### src/rtl/frame_bank_ctrl_if.sv
// rtl/frame_bank_ctrl_if.sv - camera, VGA and frame-memory signals of the bank controller
interface frame_bank_ctrl_if #(
  parameter int ADDR_W = 17
);
  logic              cam_frame_start;
  logic              cam_frame_done;
  logic              cam_we;
  logic [ADDR_W-1:0] cam_addr;
  logic [7:0]        cam_data;
  logic [9:0]        HCnt;
  logic [9:0]        VCnt;
  logic [ADDR_W-1:0] frame_addr;
  logic              mem_wr_en;
  logic [ADDR_W:0]   mem_wr_addr;
  logic [7:0]        mem_wr_data;
  logic [ADDR_W:0]   mem_rd_addr;
  logic              wr_bank;
  logic              rd_bank;
  logic              display_valid;
  logic              swap_pulse;
  logic [7:0]        frames_dropped;

  modport master (
    output cam_frame_start, cam_frame_done, cam_we, cam_addr, cam_data,
    output HCnt, VCnt, frame_addr,
    input  mem_wr_en, mem_wr_addr, mem_wr_data, mem_rd_addr,
    input  wr_bank, rd_bank, display_valid, swap_pulse, frames_dropped
  );

  modport slave (
    input  cam_frame_start, cam_frame_done, cam_we, cam_addr, cam_data,
    input  HCnt, VCnt, frame_addr,
    output mem_wr_en, mem_wr_addr, mem_wr_data, mem_rd_addr,
    output wr_bank, rd_bank, display_valid, swap_pulse, frames_dropped
  );
endinterface

### src/rtl/frame_bank_ctrl.sv
// rtl/frame_bank_ctrl.sv - ping-pong QVGA frame bank controller with tear-free swap at a fixed VGA line
module frame_bank_ctrl #(
  parameter int ADDR_W       = 17,
  parameter int FRAME_PIXELS = 76800,
  parameter int SWAP_LINE    = 480
) (
  input logic              clk25,
  input logic              reset,
  frame_bank_ctrl_if.slave bus
);
  localparam logic [1:0] ST_IDLE    = 2'd0;
  localparam logic [1:0] ST_CAPTURE = 2'd1;
  localparam logic [1:0] ST_DROP    = 2'd2;

  localparam logic [ADDR_W-1:0] PIXEL_LIMIT = ADDR_W'(FRAME_PIXELS);
  localparam logic [9:0]        SWAP_V      = 10'(SWAP_LINE);

  logic [1:0]      state;
  logic [1:0]      state_nxt;
  logic            pending;
  logic            pending_eff;
  logic            pending_nxt;
  logic            wr_bank_q;
  logic            display_valid_q;
  logic            swap_pulse_q;
  logic [7:0]      dropped_q;
  logic            wr_en_q;
  logic [ADDR_W:0] wr_addr_q;
  logic [7:0]      wr_data_q;
  logic            swap_point;
  logic            done_capture;
  logic            do_swap;
  logic            drop_inc;
  logic            wr_fire;

  // A done arriving on the swap line counts as pending in that same cycle,
  // and a start on the swap line sees pending already cleared by the swap.
  always_comb begin
    swap_point   = (bus.VCnt == SWAP_V) && (bus.HCnt == 10'd0);
    done_capture = (state == ST_CAPTURE) && bus.cam_frame_done;
    pending_eff  = pending | done_capture;
    do_swap      = swap_point & pending_eff;
    pending_nxt  = pending_eff & ~do_swap;
    state_nxt    = state;
    drop_inc     = 1'b0;
    case (state)
      ST_IDLE: begin
        if (bus.cam_frame_start)
          state_nxt = pending_nxt ? ST_DROP : ST_CAPTURE;
      end
      ST_CAPTURE: begin
        if (bus.cam_frame_done)
          state_nxt = ST_IDLE;
      end
      ST_DROP: begin
        if (bus.cam_frame_done) begin
          drop_inc  = 1'b1;
          state_nxt = ST_IDLE;
        end else if (bus.cam_frame_start) begin
          drop_inc  = 1'b1;
          state_nxt = pending_nxt ? ST_DROP : ST_CAPTURE;
        end
      end
      default: state_nxt = ST_IDLE;
    endcase
    wr_fire = bus.cam_we
            && ((state == ST_CAPTURE) || (state_nxt == ST_CAPTURE))
            && (bus.cam_addr < PIXEL_LIMIT);
  end

  always_ff @(posedge clk25) begin
    if (reset) begin
      state           <= ST_IDLE;
      pending         <= 1'b0;
      wr_bank_q       <= 1'b0;
      display_valid_q <= 1'b0;
      swap_pulse_q    <= 1'b0;
      dropped_q       <= 8'd0;
      wr_en_q         <= 1'b0;
      wr_addr_q       <= '0;
      wr_data_q       <= 8'd0;
    end else begin
      state        <= state_nxt;
      pending      <= pending_nxt;
      swap_pulse_q <= do_swap;
      if (do_swap) begin
        wr_bank_q       <= ~wr_bank_q;
        display_valid_q <= 1'b1;
      end
      if (drop_inc && (dropped_q != 8'hFF))
        dropped_q <= dropped_q + 8'd1;
      wr_en_q <= wr_fire;
      // Address uses the bank owned before this cycle's swap
      if (wr_fire) begin
        wr_addr_q <= {wr_bank_q, bus.cam_addr};
        wr_data_q <= bus.cam_data;
      end
    end
  end

  assign bus.mem_wr_en      = wr_en_q;
  assign bus.mem_wr_addr    = wr_addr_q;
  assign bus.mem_wr_data    = wr_data_q;
  assign bus.mem_rd_addr    = {~wr_bank_q, bus.frame_addr};
  assign bus.wr_bank        = wr_bank_q;
  assign bus.rd_bank        = ~wr_bank_q;
  assign bus.display_valid  = display_valid_q;
  assign bus.swap_pulse     = swap_pulse_q;
  assign bus.frames_dropped = dropped_q;
endmodule
### src/flat_wrapper.sv
// flat-port wrapper written by rule: the top's interface ports become plain ports
module frame_bank_ctrl_flat 
#(
  parameter int ADDR_W       = 17,
  parameter int FRAME_PIXELS = 76800,
  parameter int SWAP_LINE    = 480
)
  (clk25, reset, bus_cam_frame_start, bus_cam_frame_done, bus_cam_we, bus_cam_addr, bus_cam_data, bus_HCnt, bus_VCnt, bus_frame_addr, bus_mem_wr_en, bus_mem_wr_addr, bus_mem_wr_data, bus_mem_rd_addr, bus_wr_bank, bus_rd_bank, bus_display_valid, bus_swap_pulse, bus_frames_dropped);
  frame_bank_ctrl_if #(.ADDR_W(ADDR_W)) bus_i ();
  input logic clk25;
  input logic reset;
  input wire logic [$bits(bus_i.cam_frame_start)-1:0] bus_cam_frame_start;
  input wire logic [$bits(bus_i.cam_frame_done)-1:0] bus_cam_frame_done;
  input wire logic [$bits(bus_i.cam_we)-1:0] bus_cam_we;
  input wire logic [$bits(bus_i.cam_addr)-1:0] bus_cam_addr;
  input wire logic [$bits(bus_i.cam_data)-1:0] bus_cam_data;
  input wire logic [$bits(bus_i.HCnt)-1:0] bus_HCnt;
  input wire logic [$bits(bus_i.VCnt)-1:0] bus_VCnt;
  input wire logic [$bits(bus_i.frame_addr)-1:0] bus_frame_addr;
  output wire logic [$bits(bus_i.mem_wr_en)-1:0] bus_mem_wr_en;
  output wire logic [$bits(bus_i.mem_wr_addr)-1:0] bus_mem_wr_addr;
  output wire logic [$bits(bus_i.mem_wr_data)-1:0] bus_mem_wr_data;
  output wire logic [$bits(bus_i.mem_rd_addr)-1:0] bus_mem_rd_addr;
  output wire logic [$bits(bus_i.wr_bank)-1:0] bus_wr_bank;
  output wire logic [$bits(bus_i.rd_bank)-1:0] bus_rd_bank;
  output wire logic [$bits(bus_i.display_valid)-1:0] bus_display_valid;
  output wire logic [$bits(bus_i.swap_pulse)-1:0] bus_swap_pulse;
  output wire logic [$bits(bus_i.frames_dropped)-1:0] bus_frames_dropped;
  assign bus_i.cam_frame_start = bus_cam_frame_start;
  assign bus_i.cam_frame_done = bus_cam_frame_done;
  assign bus_i.cam_we = bus_cam_we;
  assign bus_i.cam_addr = bus_cam_addr;
  assign bus_i.cam_data = bus_cam_data;
  assign bus_i.HCnt = bus_HCnt;
  assign bus_i.VCnt = bus_VCnt;
  assign bus_i.frame_addr = bus_frame_addr;
  assign bus_mem_wr_en = bus_i.mem_wr_en;
  assign bus_mem_wr_addr = bus_i.mem_wr_addr;
  assign bus_mem_wr_data = bus_i.mem_wr_data;
  assign bus_mem_rd_addr = bus_i.mem_rd_addr;
  assign bus_wr_bank = bus_i.wr_bank;
  assign bus_rd_bank = bus_i.rd_bank;
  assign bus_display_valid = bus_i.display_valid;
  assign bus_swap_pulse = bus_i.swap_pulse;
  assign bus_frames_dropped = bus_i.frames_dropped;
  frame_bank_ctrl #(.ADDR_W(ADDR_W), .FRAME_PIXELS(FRAME_PIXELS), .SWAP_LINE(SWAP_LINE)) u_core (.clk25(clk25), .reset(reset), .bus(bus_i));
endmodule
### config.mk
export PLATFORM = sky130hd
export DESIGN_NAME = frame_bank_ctrl_flat
export DESIGN_NICKNAME = d
export VERILOG_FILES = /design/src/rtl/frame_bank_ctrl_if.sv /design/src/rtl/frame_bank_ctrl.sv /design/src/flat_wrapper.sv
export SDC_FILE = /design/constraint.sdc
export NUM_CORES = 1
export LEC_CHECK = 0
export BUFFER_PORTS_ARGS = -buffer_cell sky130_fd_sc_hd__buf_2
export CAP_MARGIN = 40
export CELL_PAD_IN_SITES_DETAIL_PLACEMENT = 1
export CELL_PAD_IN_SITES_GLOBAL_PLACEMENT = 1
export CORE_ASPECT_RATIO = 1.1
export CORE_UTILIZATION = 27
export CTS_BUF_LIST = sky130_fd_sc_hd__clkbuf_2 sky130_fd_sc_hd__clkbuf_4 sky130_fd_sc_hd__clkbuf_8
export CTS_CLUSTER_SIZE = 24
export DETAILED_ROUTE_END_ITERATION = 12
export PLACE_DENSITY = 0.76
export RECOVER_POWER = 25
export SYNTH_ARGS = -nofsm -noshare
export SYNTH_HDL_FRONTEND = slang
export SYNTH_SLANG_ARGS = --single-unit
### constraint.sdc
create_clock -name clk25 -period 1.6 [get_ports clk25]
set_clock_uncertainty 0.05 [all_clocks]
set_input_delay 0.16 -clock clk25 [delete_from_list [all_inputs] [get_ports clk25]]
set_output_delay 0.16 -clock clk25 [all_outputs]
set_load 0.01 [all_outputs]
==> impl_metrics.csv <==
group,metric,value,unit
run_status,outcome,"finished with violations",
run_status,failed_checks,"negative setup slack",
power,switching_share,27.00,%
cells_and_area,final_cells,402,
setup_path,end_kind,"flip-flop",
cells_and_area,area_growth,40.78,%
logic_synthesis,synthArstFlopShare,0,%
run,cap_violations,0,
die,die_area,7560,sq um
logic_synthesis,synth_area,1948,sq um
clock_network,cts_max_level,2,
die,fp.dieW,82.99,um
place,dpl_cell_area,2521,sq um
logic_synthesis,yosysWarnings,0,
logic_synthesis,ys_seq_elements,41,
sta,worst_slack,-18.67,ps
die,ioPinCount,124,
sta,tightest_slew,398.5,ps
sta,finalMaxSlewViolations,0,
power,internal_power,1.622,mW
grt,grt_pass1_wl,8852,um
clock_network,cts_inserted_buffers,5,
clock_network,clock-root-buffer,"clkbuf_8",
clock_network,clock-sinks,41,
die,core_area,7007,sq um
cells_and_area,final_cell_area,2743,sq um
sta,fmaxAchievable,617.8,MHz
logic_synthesis,synth_cell_types,37,
place,place_inst,391,
drt,drc_errors,0,
setup_path,path_buf_inv,1,
setup_path,worstPathArrival,1790,ps
logic_synthesis,netlist_instances,223,
power,p_sw,599.9,uW
grt,grt_pass1_vias,1999,
setup_path,cp_top_family,"compound AO/OA/AOI/OAI gates",
sta,period_share,101.2,%
sta,rsz0062_at_grt,"true",
setup_path,crit_chain,"buf_4, o211ai_2, o21a_2, o21ai_1, a21oi_2",
power,p_comb_share,19.6,%
clock_network,tritoncts,"yes",
setup_path,critPathLaunchType,"flip-flop",
min_path,hold_path.class,"in2reg",
cells_and_area,drive_gt1_share,47.32,%
clock_network,path_clk_slew,80,ps
power,seqPwrFrac,48.8,%
sta,period_needed,1619,ps
drt,ant_nets,0,
drt,via_per_inst,4.948,
die,die_h,91.09,um
logic_synthesis,ys.flop_type,"dfxtp_1",
die,start_util,27.80,%
setup_path,reg2reg_slack,-20,ps
die,rows,32,
drt,drtIter0Drc,57,
place,gp_congestion,0.7526,
sta,final_hold_viol_count,0,
setup_path,slowest_delay,400,ps
power,p_clk_share,31.6,%
cells_and_area,fill_cells,858,
sta,relSlewSlack,73.43,%
clock_network,ctsLongestPathBuffers,2,
sta,setup_viol,3,
drt,routed_wl,6021,um
grt,grtUsageTotal,14.27,%
setup_path,crit_fanout,13,
power,peakVddDrop,362.4,uV
cells_and_area,antenna-diode-count,0,
logic_synthesis,synth_nets,291,
cells_and_area,final_common_cell,"buf_2",
logic_synthesis,synth-edff-count,0,
drt,vias,1989,
clock_network,cts_hold_buf,0,
cells_and_area,mostFrequentLayoutCells,"buf_2 (89), dfxtp_1 (39), nand3_1 (29)",
power,leakagePower,1.149,nW
power,p_per_area,810.1,nW/um^2
drt,wl_per_cell,14.98,um
sta,final.setup.tns,-26.13,ps
place,dp_hpwl,4322,um
grt,grt_max_degree,28,
logic_synthesis,synth-seq-area-share,42.13,%
logic_synthesis,postSynthAreaPerCell,8.736,sq um
clock_network,clkLatencyLatePin,290,ps
setup_path,cp.required,1770,ps
setup_path,worstSetupPathType,"reg2reg",
setup_path,critPathSlowestCell,"o21a_2",
grt,antenna_found_initial,0,
cells_and_area,final_nets,385,
grt,grt_overflow,0,
place,port_buffers,89,
cells_and_area,fin_util,39.14,%
power,design_power_total,2.222,mW
drt,drtPass1Iterations,4,
==> Yosys cell counts (2+ instances only) <==
library cell,n,area [sq um]
a211oi_1,2,15.01
xnor2_1,5,43.79
clkbuf_1,7,26.28
o21ai_0,8,40.04
dfxtp_1,41,820.8
mux2i_1,2,20.02
buf_4,18,135.1
buf_2,2,10.01
and4bb_2,2,25.02
a21oi_1,27,135.1
o21ai_1,20,100.1
a31oi_1,2,12.51
inv_1,5,18.77
or3_1,2,12.51
nor2_1,12,45.04
buf_6,4,45.04
nand3_1,31,155.2
nor4_4,3,63.81
nor3_1,7,35.03
nand4_1,2,12.51
nand2_1,5,18.77
==> worst register-to-register path: cells and delay by family (launching register included) <==
family / cells / cell delay, ps
AO/OA/AOI/OAI: 4 / 1010
flip-flops: 1 / 350
buffers and inverters: 1 / 150
==> area by class of cell <==
cell class	instances	area, sq um	area share, %
Timing Repair Buffer	116	715.7	26.09
Tap cell	85	106.4	3.878
Sequential cell	41	823.3	30.02
Inverter	5	18.77	0.6843
Multi-Input combinational cell	148	988.4	36.04
Clock buffer	7	90.09	3.285
==> stage by stage <==
stage	hold WS, ps	setup WS, ps
after CTS	61.55	10.13
final	68.75	-18.67
after detailed placement	270.1	-56.20
after global routing	66.32	-52.22
after global placement	270.1	-14.99
after floorplan	202.9	65.39
==> timing repair <==
item | CTS | global route
hold endpoints to repair | 0 | 0
endpoints found under the setup margin | 27 | 32
resized for setup | 3 | 17
buffers inserted | 1 | 0
cloned | 0 | 3
pin swaps | 2 | 6
==> power groups by stage <==
stage / clock [mW] / sequential (mW) / combinational (mW)
5_1_grt: 0.763 / 1.09 / 0.473
4_1_cts: 0.732 / 1.08 / 0.406
6_report: 0.701 / 1.08 / 0.436
3_5_place_dp: 0 / 1.10 / 0.398
2_1_floorplan: 0 / 1.12 / 0.217
3_3_place_gp: 0 / 1.10 / 0.386
==> cell families (layout without fill, tap and decap cells) <==
| group | count (synthesis) | after routing | share of synthesized area [%] |
|---|---|---|---|
| AO/OA/AOI/OAI | 67 | 69 | 20.17 |
| XOR/XNOR | 6 | 6 | 2.697 |
| adder cells (fa/ha/maj) | 1 | 1 | 0.6422 |
| buffers and inverters | 36 | 128 | 12.07 |
| flip-flops | 41 | 41 | 42.13 |
| multiplexers | 2 | 2 | 1.028 |
| AND/OR/NAND/NOR | 70 | 70 | 21.26 |
==> sequential cells by signal, summed over array words and instances, names as in the netlist <==
name / count
u_core.bus.mem_wr_data: 8
u_core.bus.mem_wr_en: 1
u_core.bus.swap_pulse: 1
u_core.bus.mem_wr_addr: 18
u_core.bus.display_valid: 1
u_core.bus.wr_bank: 1
u_core.state: 2
u_core.pending: 1
u_core.bus.frames_dropped: 8
==> path summary, 6_finish.rpt <==
path	from	end	cells after the start
setup / recovery	u_core.state[0]	u_core.bus.mem_wr_addr[0]	5
hold / removal	bus_cam_data[5]	u_core.bus.mem_wr_data[5]	3
setup reg to reg	u_core.state[0]	u_core.bus.mem_wr_addr[0]	5
hold reg to reg	u_core.bus.mem_wr_addr[5]	u_core.bus.mem_wr_addr[5]	2
==> metal layers <==
| layer | GRT usage (%) | share of wire [%] | vias up |
|---|---|---|---|
| met5 | 0 | 0 | - |
| met4 | 6.178 | 1.9 | 0 |
| met3 | 2.818 | 5.5 | 13 |
| met2 | 27.12 | 51 | 72 |
| met1 | 15.08 | 42 | 931 |
| li1 | - | - | 973 |
Note: power is estimated with default switching activity, not from simulation.
